`config.mk`:
```
export PLATFORM = sky130hd
export DESIGN_NAME = mmio_io_responder
export DESIGN_NICKNAME = d
export VERILOG_FILES = /design/src/rtl/mmio_io_responder.sv
export SDC_FILE = /design/constraint.sdc
export NUM_CORES = 1
export LEC_CHECK = 0
export BUFFER_PORTS_ARGS = -buffer_cell sky130_fd_sc_hd__buf_2
export CORE_ASPECT_RATIO = 0.75
export CORE_MARGIN = 8
export CORE_UTILIZATION = 45
export CTS_BUF_LIST = sky130_fd_sc_hd__clkbuf_2
export DETAILED_ROUTE_END_ITERATION = 16
export PLACE_DENSITY = 0.77
export SETUP_SLACK_MARGIN = 0.1
export SLEW_MARGIN = 20
export SYNTH_ARGS = -nofsm -noshare
export SYNTH_HDL_FRONTEND = slang
export SYNTH_SLANG_ARGS = --single-unit
```
`constraint.sdc`:
```
create_clock -name clk -period 3.1 [get_ports clk]
set_input_delay 0.62 -clock clk [delete_from_list [all_inputs] [get_ports clk]]
set_output_delay 0.62 -clock clk [all_outputs]
set_load 0.005 [all_outputs]
```
`src/rtl/mmio_io_responder.sv`:
```
// Memory-mapped I/O responder: LED register, synchronized switches and a prescaled 16-bit down-counting timer.
// Define MMIO_IRQ_EN to add the registered irq output and make CTRL bit2 (IRQ_EN) writable.
module mmio_io_responder #(
    parameter int         PRESCALE = 4,
    parameter logic [8:0] BASE     = 9'h100
) (
    input  logic        clk,
    input  logic        reset,
    input  logic [1:0]  mem_cmd,
    input  logic [8:0]  mem_addr,
    input  logic [15:0] write_data,
    output logic [15:0] read_data,
    output logic        io_hit,
    input  logic [9:0]  SW,
    output logic [9:0]  LEDR
`ifdef MMIO_IRQ_EN
    ,
    output logic        irq
`endif
);

    localparam int              PW         = (PRESCALE > 1) ? $clog2(PRESCALE) : 1;
    localparam logic [PW-1:0]   PRESC_LAST = PW'(PRESCALE - 1);
    localparam logic [8:0]      WIN_SIZE   = 9'd6;

    typedef enum logic [1:0] {
        CMD_NONE  = 2'b00,
        CMD_READ  = 2'b01,
        CMD_WRITE = 2'b10,
        CMD_RSVD  = 2'b11
    } mem_cmd_t;

    typedef enum logic [2:0] {
        OFF_LED    = 3'd0,
        OFF_SW     = 3'd1,
        OFF_CTRL   = 3'd2,
        OFF_LOAD   = 3'd3,
        OFF_COUNT  = 3'd4,
        OFF_STATUS = 3'd5
    } reg_off_t;

    // Architectural state
    logic [9:0]    led_q;
    logic [9:0]    sw_meta;
    logic [9:0]    sw_sync;
    logic          ctrl_en;
    logic          ctrl_auto;
    logic          ctrl_irq_en;
    logic [15:0]   load_q;
    logic [15:0]   count_q;
    logic          exp_q;
    logic [PW-1:0] presc_q;

    // Next-state values
    logic          ctrl_en_d;
    logic          ctrl_auto_d;
    logic          ctrl_irq_en_d;
    logic [15:0]   load_d;
    logic [15:0]   count_d;
    logic          exp_d;
    logic [PW-1:0] presc_d;
    logic [9:0]    led_d;

    // Address decode
    mem_cmd_t      cmd;
    logic [8:0]    addr_off;
    logic          in_window;
    reg_off_t      reg_sel;
    logic          rd_req;
    logic          wr_req;
    logic          wr_led;
    logic          wr_ctrl;
    logic          wr_load;
    logic          wr_status;
    logic [15:0]   rd_mux;

    // Timer events
    logic          tick;
    logic          count_zero;
    logic          expire;

    assign cmd       = mem_cmd_t'(mem_cmd);
    assign addr_off  = mem_addr - BASE;
    assign in_window = (mem_addr >= BASE) && (addr_off < WIN_SIZE);
    assign reg_sel   = reg_off_t'(addr_off[2:0]);

    assign rd_req    = (cmd == CMD_READ)  && in_window;
    assign wr_req    = (cmd == CMD_WRITE) && in_window;
    assign wr_led    = wr_req && (reg_sel == OFF_LED);
    assign wr_ctrl   = wr_req && (reg_sel == OFF_CTRL);
    assign wr_load   = wr_req && (reg_sel == OFF_LOAD);
    assign wr_status = wr_req && (reg_sel == OFF_STATUS);

    assign tick       = ctrl_en && (presc_q == PRESC_LAST);
    assign count_zero = (count_q == 16'd0);
    assign expire     = tick && count_zero;

    assign LEDR = led_q;

    // Read mux sees pre-edge state, so a COUNT read never reflects a same-edge decrement.
    always_comb begin
        // NOTE: every combinational output gets a default first so no path leaves it unassigned (no latch).
        rd_mux = 16'h0000;
        case (reg_sel)
            OFF_LED:    rd_mux = {6'd0, led_q};
            OFF_SW:     rd_mux = {6'd0, sw_sync};
            OFF_CTRL:   rd_mux = {13'd0, ctrl_irq_en, ctrl_auto, ctrl_en};
            OFF_LOAD:   rd_mux = load_q;
            OFF_COUNT:  rd_mux = count_q;
            OFF_STATUS: rd_mux = {15'd0, exp_q};
            default:    rd_mux = 16'h0000;
        endcase
    end

    // Timer and register next-state; later assignments take priority over earlier ones.
    always_comb begin
        led_d         = led_q;
        ctrl_en_d     = ctrl_en;
        ctrl_auto_d   = ctrl_auto;
        ctrl_irq_en_d = ctrl_irq_en;
        load_d        = load_q;
        count_d       = count_q;
        exp_d         = exp_q;
        presc_d       = presc_q;

        if (ctrl_en) begin
            presc_d = tick ? '0 : presc_q + PW'(1);
        end

        // A clear loses to an expiry on the same edge, since the set below comes later.
        if (wr_status && write_data[0]) begin
            exp_d = 1'b0;
        end

        if (tick) begin
            if (count_zero) begin
                exp_d = 1'b1;
                if (ctrl_auto) begin
                    count_d = load_q;
                end else begin
                    ctrl_en_d = 1'b0;
                end
            end else begin
                count_d = count_q - 16'd1;
            end
        end

        if (wr_led) begin
            led_d = write_data[9:0];
        end

        if (wr_load) begin
            load_d  = write_data;
            count_d = write_data;
            presc_d = '0;
        end

        if (wr_ctrl) begin
            ctrl_en_d   = write_data[0];
            ctrl_auto_d = write_data[1];
`ifdef MMIO_IRQ_EN
            ctrl_irq_en_d = write_data[2];
`else
            ctrl_irq_en_d = 1'b0;
`endif
            if (!ctrl_en && write_data[0]) begin
                presc_d = '0;
            end
        end
    end

    // NOTE: sequential state uses non-blocking assignments so every flop samples pre-edge values.
    always_ff @(posedge clk or posedge reset) begin
        if (reset) begin
            led_q       <= '0;
            sw_meta     <= '0;
            sw_sync     <= '0;
            ctrl_en     <= 1'b0;
            ctrl_auto   <= 1'b0;
            ctrl_irq_en <= 1'b0;
            load_q      <= '0;
            count_q     <= '0;
            exp_q       <= 1'b0;
            presc_q     <= '0;
            read_data   <= '0;
            io_hit      <= 1'b0;
        end else begin
            sw_meta     <= SW;
            sw_sync     <= sw_meta;
            led_q       <= led_d;
            ctrl_en     <= ctrl_en_d;
            ctrl_auto   <= ctrl_auto_d;
            ctrl_irq_en <= ctrl_irq_en_d;
            load_q      <= load_d;
            count_q     <= count_d;
            exp_q       <= exp_d;
            presc_q     <= presc_d;
            io_hit      <= rd_req;
            read_data   <= rd_req ? rd_mux : 16'h0000;
        end
    end

`ifdef MMIO_IRQ_EN
    always_ff @(posedge clk or posedge reset) begin
        if (reset) begin
            irq <= 1'b0;
        end else begin
            irq <= exp_q & ctrl_irq_en;
        end
    end
`endif

endmodule

```
# After elaboration in Yosys (flattened, before gate mapping)
# Cells that the tools add are included.
# word_totals
out_inout_bits	27
input_bits	39
ff_bits	84
wordCells	62
# op_classes
n_addsub	3
n_reduce_logical	18
n_mux	18
order_cmp	2
eq_ne	10
# ops
cell	count
case mux 16 bit (6 select lines)	1
2-to-1 mux 16 bit	5
logical NOT 16 bit	1
subtractor 16 x 1 -> 16 bit (second input constant)	1
logical AND 1 bit	10
2-to-1 mux 2 bit	5
greater-or-equal comparator 9 bit (second input constant)	1
less-than comparator 9 x 3 -> 1 bit (second input constant)	1
subtractor 9 bit (second input constant)	1
2-to-1 mux 1 bit	7
== test 3 x 2 -> 1 bit (second input constant)	2
== test 3 bit (second input constant)	2
nonzero test 2 bit	3
== test 2 bit (second input constant)	2
== test 3 x 1 -> 1 bit (second input constant)	1
logical NOT 3 bit	1
inequality test 3 bit (second input constant)	1
AND reduction 3 bit	1
adder 2 x 1 -> 2 bit (second input constant)	1
== test 2 x 1 -> 1 bit (second input constant)	1
inequality test 2 x 1 -> 1 bit (second input constant)	1
AND reduction 2 bit	1
logical NOT 1 bit	1

# Longest topological paths before layout
# logic_depth
ltp_word	9
mapped_depth	9
depth_no_buf	7

# Worst setup path after synthesis
# No wires, ideal clock.
# synth_timing
path_type	input to register
from	input mem_addr[6]
to	register led_q[0] (netlist: LEDR[0])
t_required_ns	2.975
setup_ns	0.125
setup_slack_ns	0.882
arrival_ns	2.094
path_stages	5
n_path_buf	1
path_cell_list	or4_4 -> nor4_4 -> and2_1 -> buf_6 -> mux2_2
# synth_via
elab_chain_len	5
word_cells_on_any_way	6
cone_classes	1 x add/sub; 2 x order compare; 3 x reduce/logical
# synth_lines
item	line	text
start, declared	10	input logic [8:0] mem_addr,
subtractor 9 bit	83	assign addr_off = mem_addr - BASE;
less-than comparator 9 x 3 -> 1 bit	84	assign in_window = (mem_addr >= BASE) && (addr_off < WIN_SIZE);
logical AND 1 bit (*)	84	
logical AND 1 bit (*)	88	assign wr_req = (cmd == CMD_WRITE) && in_window;
logical AND 1 bit (*)	89	assign wr_led = wr_req && (reg_sel == OFF_LED);
end signal, assigned	190	led_q <= led_d;
end, declared	43	logic [9:0] led_q;
# Every way passes the cells marked *; elsewhere a longest branch is shown, timed or not.
# A chain may end at the register's enable or synchronous reset.

# Worst setup path after layout
# layout_timing
from	register count_q[0]
to	register count_q[3]
# layout_via
elab_chain_len	4
word_cells_on_any_way	7
cone_classes	1 x add/sub; 1 x eq/ne; 3 x mux; 2 x reduce/logical
# layout_lines
item	line	text
start, declared	50	logic [15:0] count_q;
start signal, assigned	195	count_q <= count_d;
subtractor 16 x 1 -> 16 bit or logical NOT 16 bit (tied branches)	144, 95	
2-to-1 mux 16 bit	136	if (count_zero) begin
2-to-1 mux 16 bit	135	if (tick) begin
2-to-1 mux 16 bit	152	if (wr_load) begin
# Several ways; a longest one is shown, not always the timed one. The select of a mux whose other input is x is not followed.

==> metrics.md <==
| Metric | Value |
|---|---|
| FP Rows | 29 |
| Power density normalized to cell area | 610.4 mW/mm² |
| Number of hold buffers added after CTS | 0 |
| First-pass GRT wire length | 16,650 µm |
| Count of final max-slew check failures | 0 |
| Fraction of power spent switching nets | 35.42% |
| Share of cells above drive strength 1 | 26.89% |
| Peak fanout along the critical path | 16 |
| Max rail drop VDD | 0.3153 mV |
| Slew margin rel. | 43.46% |
| Die Span X | 123.7 µm |
| Cell types with the highest counts after synthesis | dfrtp_1 (84), nand2_1 (58), nor2_1 (45), a21oi_1 (16), a22oi_1 (14) |
| Detail Placement HPWL | 6957 µm |
| Leakage power | 2.171 nW |
| Final #Nets | 487 |
| Clock Tree Buf Depth | 2 |
| Delay of the slowest cell on the worst path | 480 ps |
| Worst-path cell with the longest stage delay | dfrtp_1 |
| Via Count | 3,221 |
| Critical path, cell by cell | inv_1 -> ha_1 -> nor4b_2 -> nand4_2 -> o21bai_4 -> nor2_1 -> o41ai_1 |
| Die area | 0.01197 mm² |
| Clock Latency Late Sink | 570 ps |
| Number of flip-flops and latches in the synthesized netlist | 84 |
| Arrival time of data at the critical path endpoint | 2810 ps |
| Reported max-cap violation count | 0 |
| Crit end category | flip-flop |
| Clock-pin slew reported for the worst setup and hold paths after clock tree synthesis | 240 ps |
| Top FF cell, synth | dfrtp_1 |
| Number of antenna violations at the first check in global routing | 0 |
| Fraction of post-synthesis cell area in the top cell type by area | 53.67% |
| Filler cell count | 799 |
| Internal power component | 1.766 mW |
| IO buf count | 65 |
| Run status | complete, no violations |
| Relative contribution of sequential cells to total power | 49.0% |
| Power share of the clock group | 24.4% |
| Synthesized area | 0.003916 mm² |
| Sequential cell area | 0.002102 mm² |
| Total wire length | 9831 µm |
| Clk sinks | 84 |
| Worst setup path class | flip-flop to flip-flop |
| Setup repair after global routing missed its margin | no |
| Core area | 0.008454 mm² |
| Final clock period utilization by the worst path | 75.38% |
| Synth area leader | dfrtp_1 |
| Vias per cell | 5.772 |
| Via count of the first global-routing pass | 3,334 |
| Combinational power share | 26.6% |
| Initial Utilization | 46.32% |
| Die span in y | 96.79 µm |
| Most repeated cell in the gate-level netlist after synthesis | dfrtp_1 |
| Num ports | 66 |
| Maximum number of pins on one net before global-route repair | 47 |
| Min-Delay Path Class | input port to asynchronous set/reset pin |
| Antenna-violating nets left | 0 |
| Worst Setup Slack post-DPL | 363.2 ps |
| Final worst clock skew | 21.33 ps |
| Data required time of the worst path | 3580 ps |
| CTS tree | yes |
| Top cells by area, synth | dfrtp_1 (54%), nand2_1 (5.6%), nor2_1 (4.3%) |
| Post-synth cell types | 59 |
| Async set or reset register ratio after synthesis | 100.0% |
| Reported net switching power | 968.6 µW |
| Combined area of the multi-input logic cells | 0.001655 mm² |
| Number of buffers added for setup after CTS | 0 |
| Count of flip-flops with a built-in enable after synthesis | 0 |
| Endpoints failing setup | 0 |
| Routed wire per std cell | 17.62 µm |
| Routability congestion estimate | 0.8602 |
| Final hold violations | 0 |
| Post-cts gate resize count | 0 |
| Detailed router's first-iteration violation count | 249 |
| Post-synth net total | 419 |
| Period minus WS final | 2337 ps |
| Highest clock rate | 427.9 MHz |
| Clock root buffer | clkbuf_2 |
| P&R area growth vs syn | 14.41% |
| Remaining global-route overflow | 0 |
| Length of the first detailed-routing pass in iterations | 5 |
| Overall routing resource usage | 17.50% |
| Maximum level of the CTS H-tree | 3 |
| Avg Cell Area, Syn | 10.39 µm² |
| Post-detailed-route DRC marker count | 0 |
| Number of instances in the synthesized netlist | 377 |
| Kind of launch point of the worst setup path | flip-flop |
| Count of inserted antenna diode cells | 0 |
| Number of clock buffers inserted by TritonCTS | 9 |
| Sum of negative setup slack | 0 ps |
| Power Total | 2.735 mW |
| Warnings from Yosys | 0 |
| Worst Tran Pin Value | 846.2 ps |
| Final worst setup slack | 763.2 ps |
| Post-synthesis sequential area ratio | 53.67% |
==> final cells by class <==
cell class	instances	area share (%)
clock buffers	9	1.005
clock inverters	7	2.234
inverters	7	0.6144
multi-input cells	266	36.95
flip-flops and latches	84	46.91
well taps	108	3.016
repair buffers	77	9.271
==> sequential cells by signal (all words and copies together) (netlist names) <==
register,cells
sw_sync,10
io_hit,1
read_data,16
count_q,16
ctrl_en,1
presc_q,2
LEDR,10
exp_q,1
sw_meta,10
ctrl_auto,1
load_q,16
==> per-layer routing <==
| metal | global-route usage (%) | wire length [µm] | up-vias |
|---|---|---|---|
| met5 | 0 | 0 | - |
| met4 | 5.817 | 150 | 0 |
| met3 | 5.052 | 806 | 19 |
| met2 | 25.88 | 4482 | 164 |
| met1 | 23.90 | 4391 | 1555 |
| li1 | - | - | 1483 |
==> stage by stage <==
step           area, µm²  hold slack, ps  utilization, %  instances
6_report            4481           115.3           53.00        558
3_5_place_dp        4335           334.7           51.28        542
3_3_place_gp        4335           331.5           51.28        542
2_1_floorplan       3916           331.2               -        377
4_1_cts             4481           98.37           53.00        558
5_1_grt             4481           61.80           53.00        558
==> power by group through the flow <==
| stage | Combinational (mW) | Sequential (mW) | Clock (mW) |
|---|---|---|---|
| after floorplan | 0.548 | 1.31 | 0 |
| after global routing | 0.806 | 1.36 | 0.730 |
| after CTS | 0.718 | 1.33 | 0.684 |
| after global placement | 0.680 | 1.34 | 0 |
| after detailed placement | 0.716 | 1.35 | 0 |
| final | 0.729 | 1.34 | 0.666 |
==> worst paths after layout <==
check,startpoint,end,slack (ps),cells past startpoint
max,count_q[0],count_q[3],760,7
min,reset,LEDR[6],120,2
max reg2reg,count_q[0],count_q[3],760,7
min reg2reg,sw_meta[5],sw_sync[5],360,0
max in group asynchronous,reset,count_q[13],2230,3
min in group clk,SW[8],sw_meta[8],130,1
==> critical path: cells and delay by family, from the launching register on <==
| family | cells | cell delay (ps) |
|---|---|---|
| and+or+nand+nor | 3 | 640 |
| adders and majority gates | 1 | 170 |
| AOI/OAI and AO/OA | 2 | 830 |
| buffers and inverters | 1 | 120 |
| DFF | 1 | 480 |
==> cells by family after synthesis <==
group	Yosys count	share of synthesized area (%)
AOI/OAI and AO/OA	87	15.72
xor gates and xnor gates	5	1.118
adders and majority gates	3	0.9586
buffers and inverters	27	4.057
DFF	84	53.67
muxes	15	4.569
and+or+nand+nor	156	19.90
==> cells in the final DEF (no fill, tap or decap), types with 6 or more instances in the layout <==
master,instances
clkbuf_2,9
mux2_2,12
nand3_1,6
buf_2,65
buf_4,12
a21oi_1,16
inv_1,6
nand2_1,58
o211ai_1,7
a221oi_1,6
a22oi_1,14
dfrtp_1,84
nor2_1,45
o21ai_0,12
nor3_1,6
No activity file was read; power rests on OpenSTA's default activity.
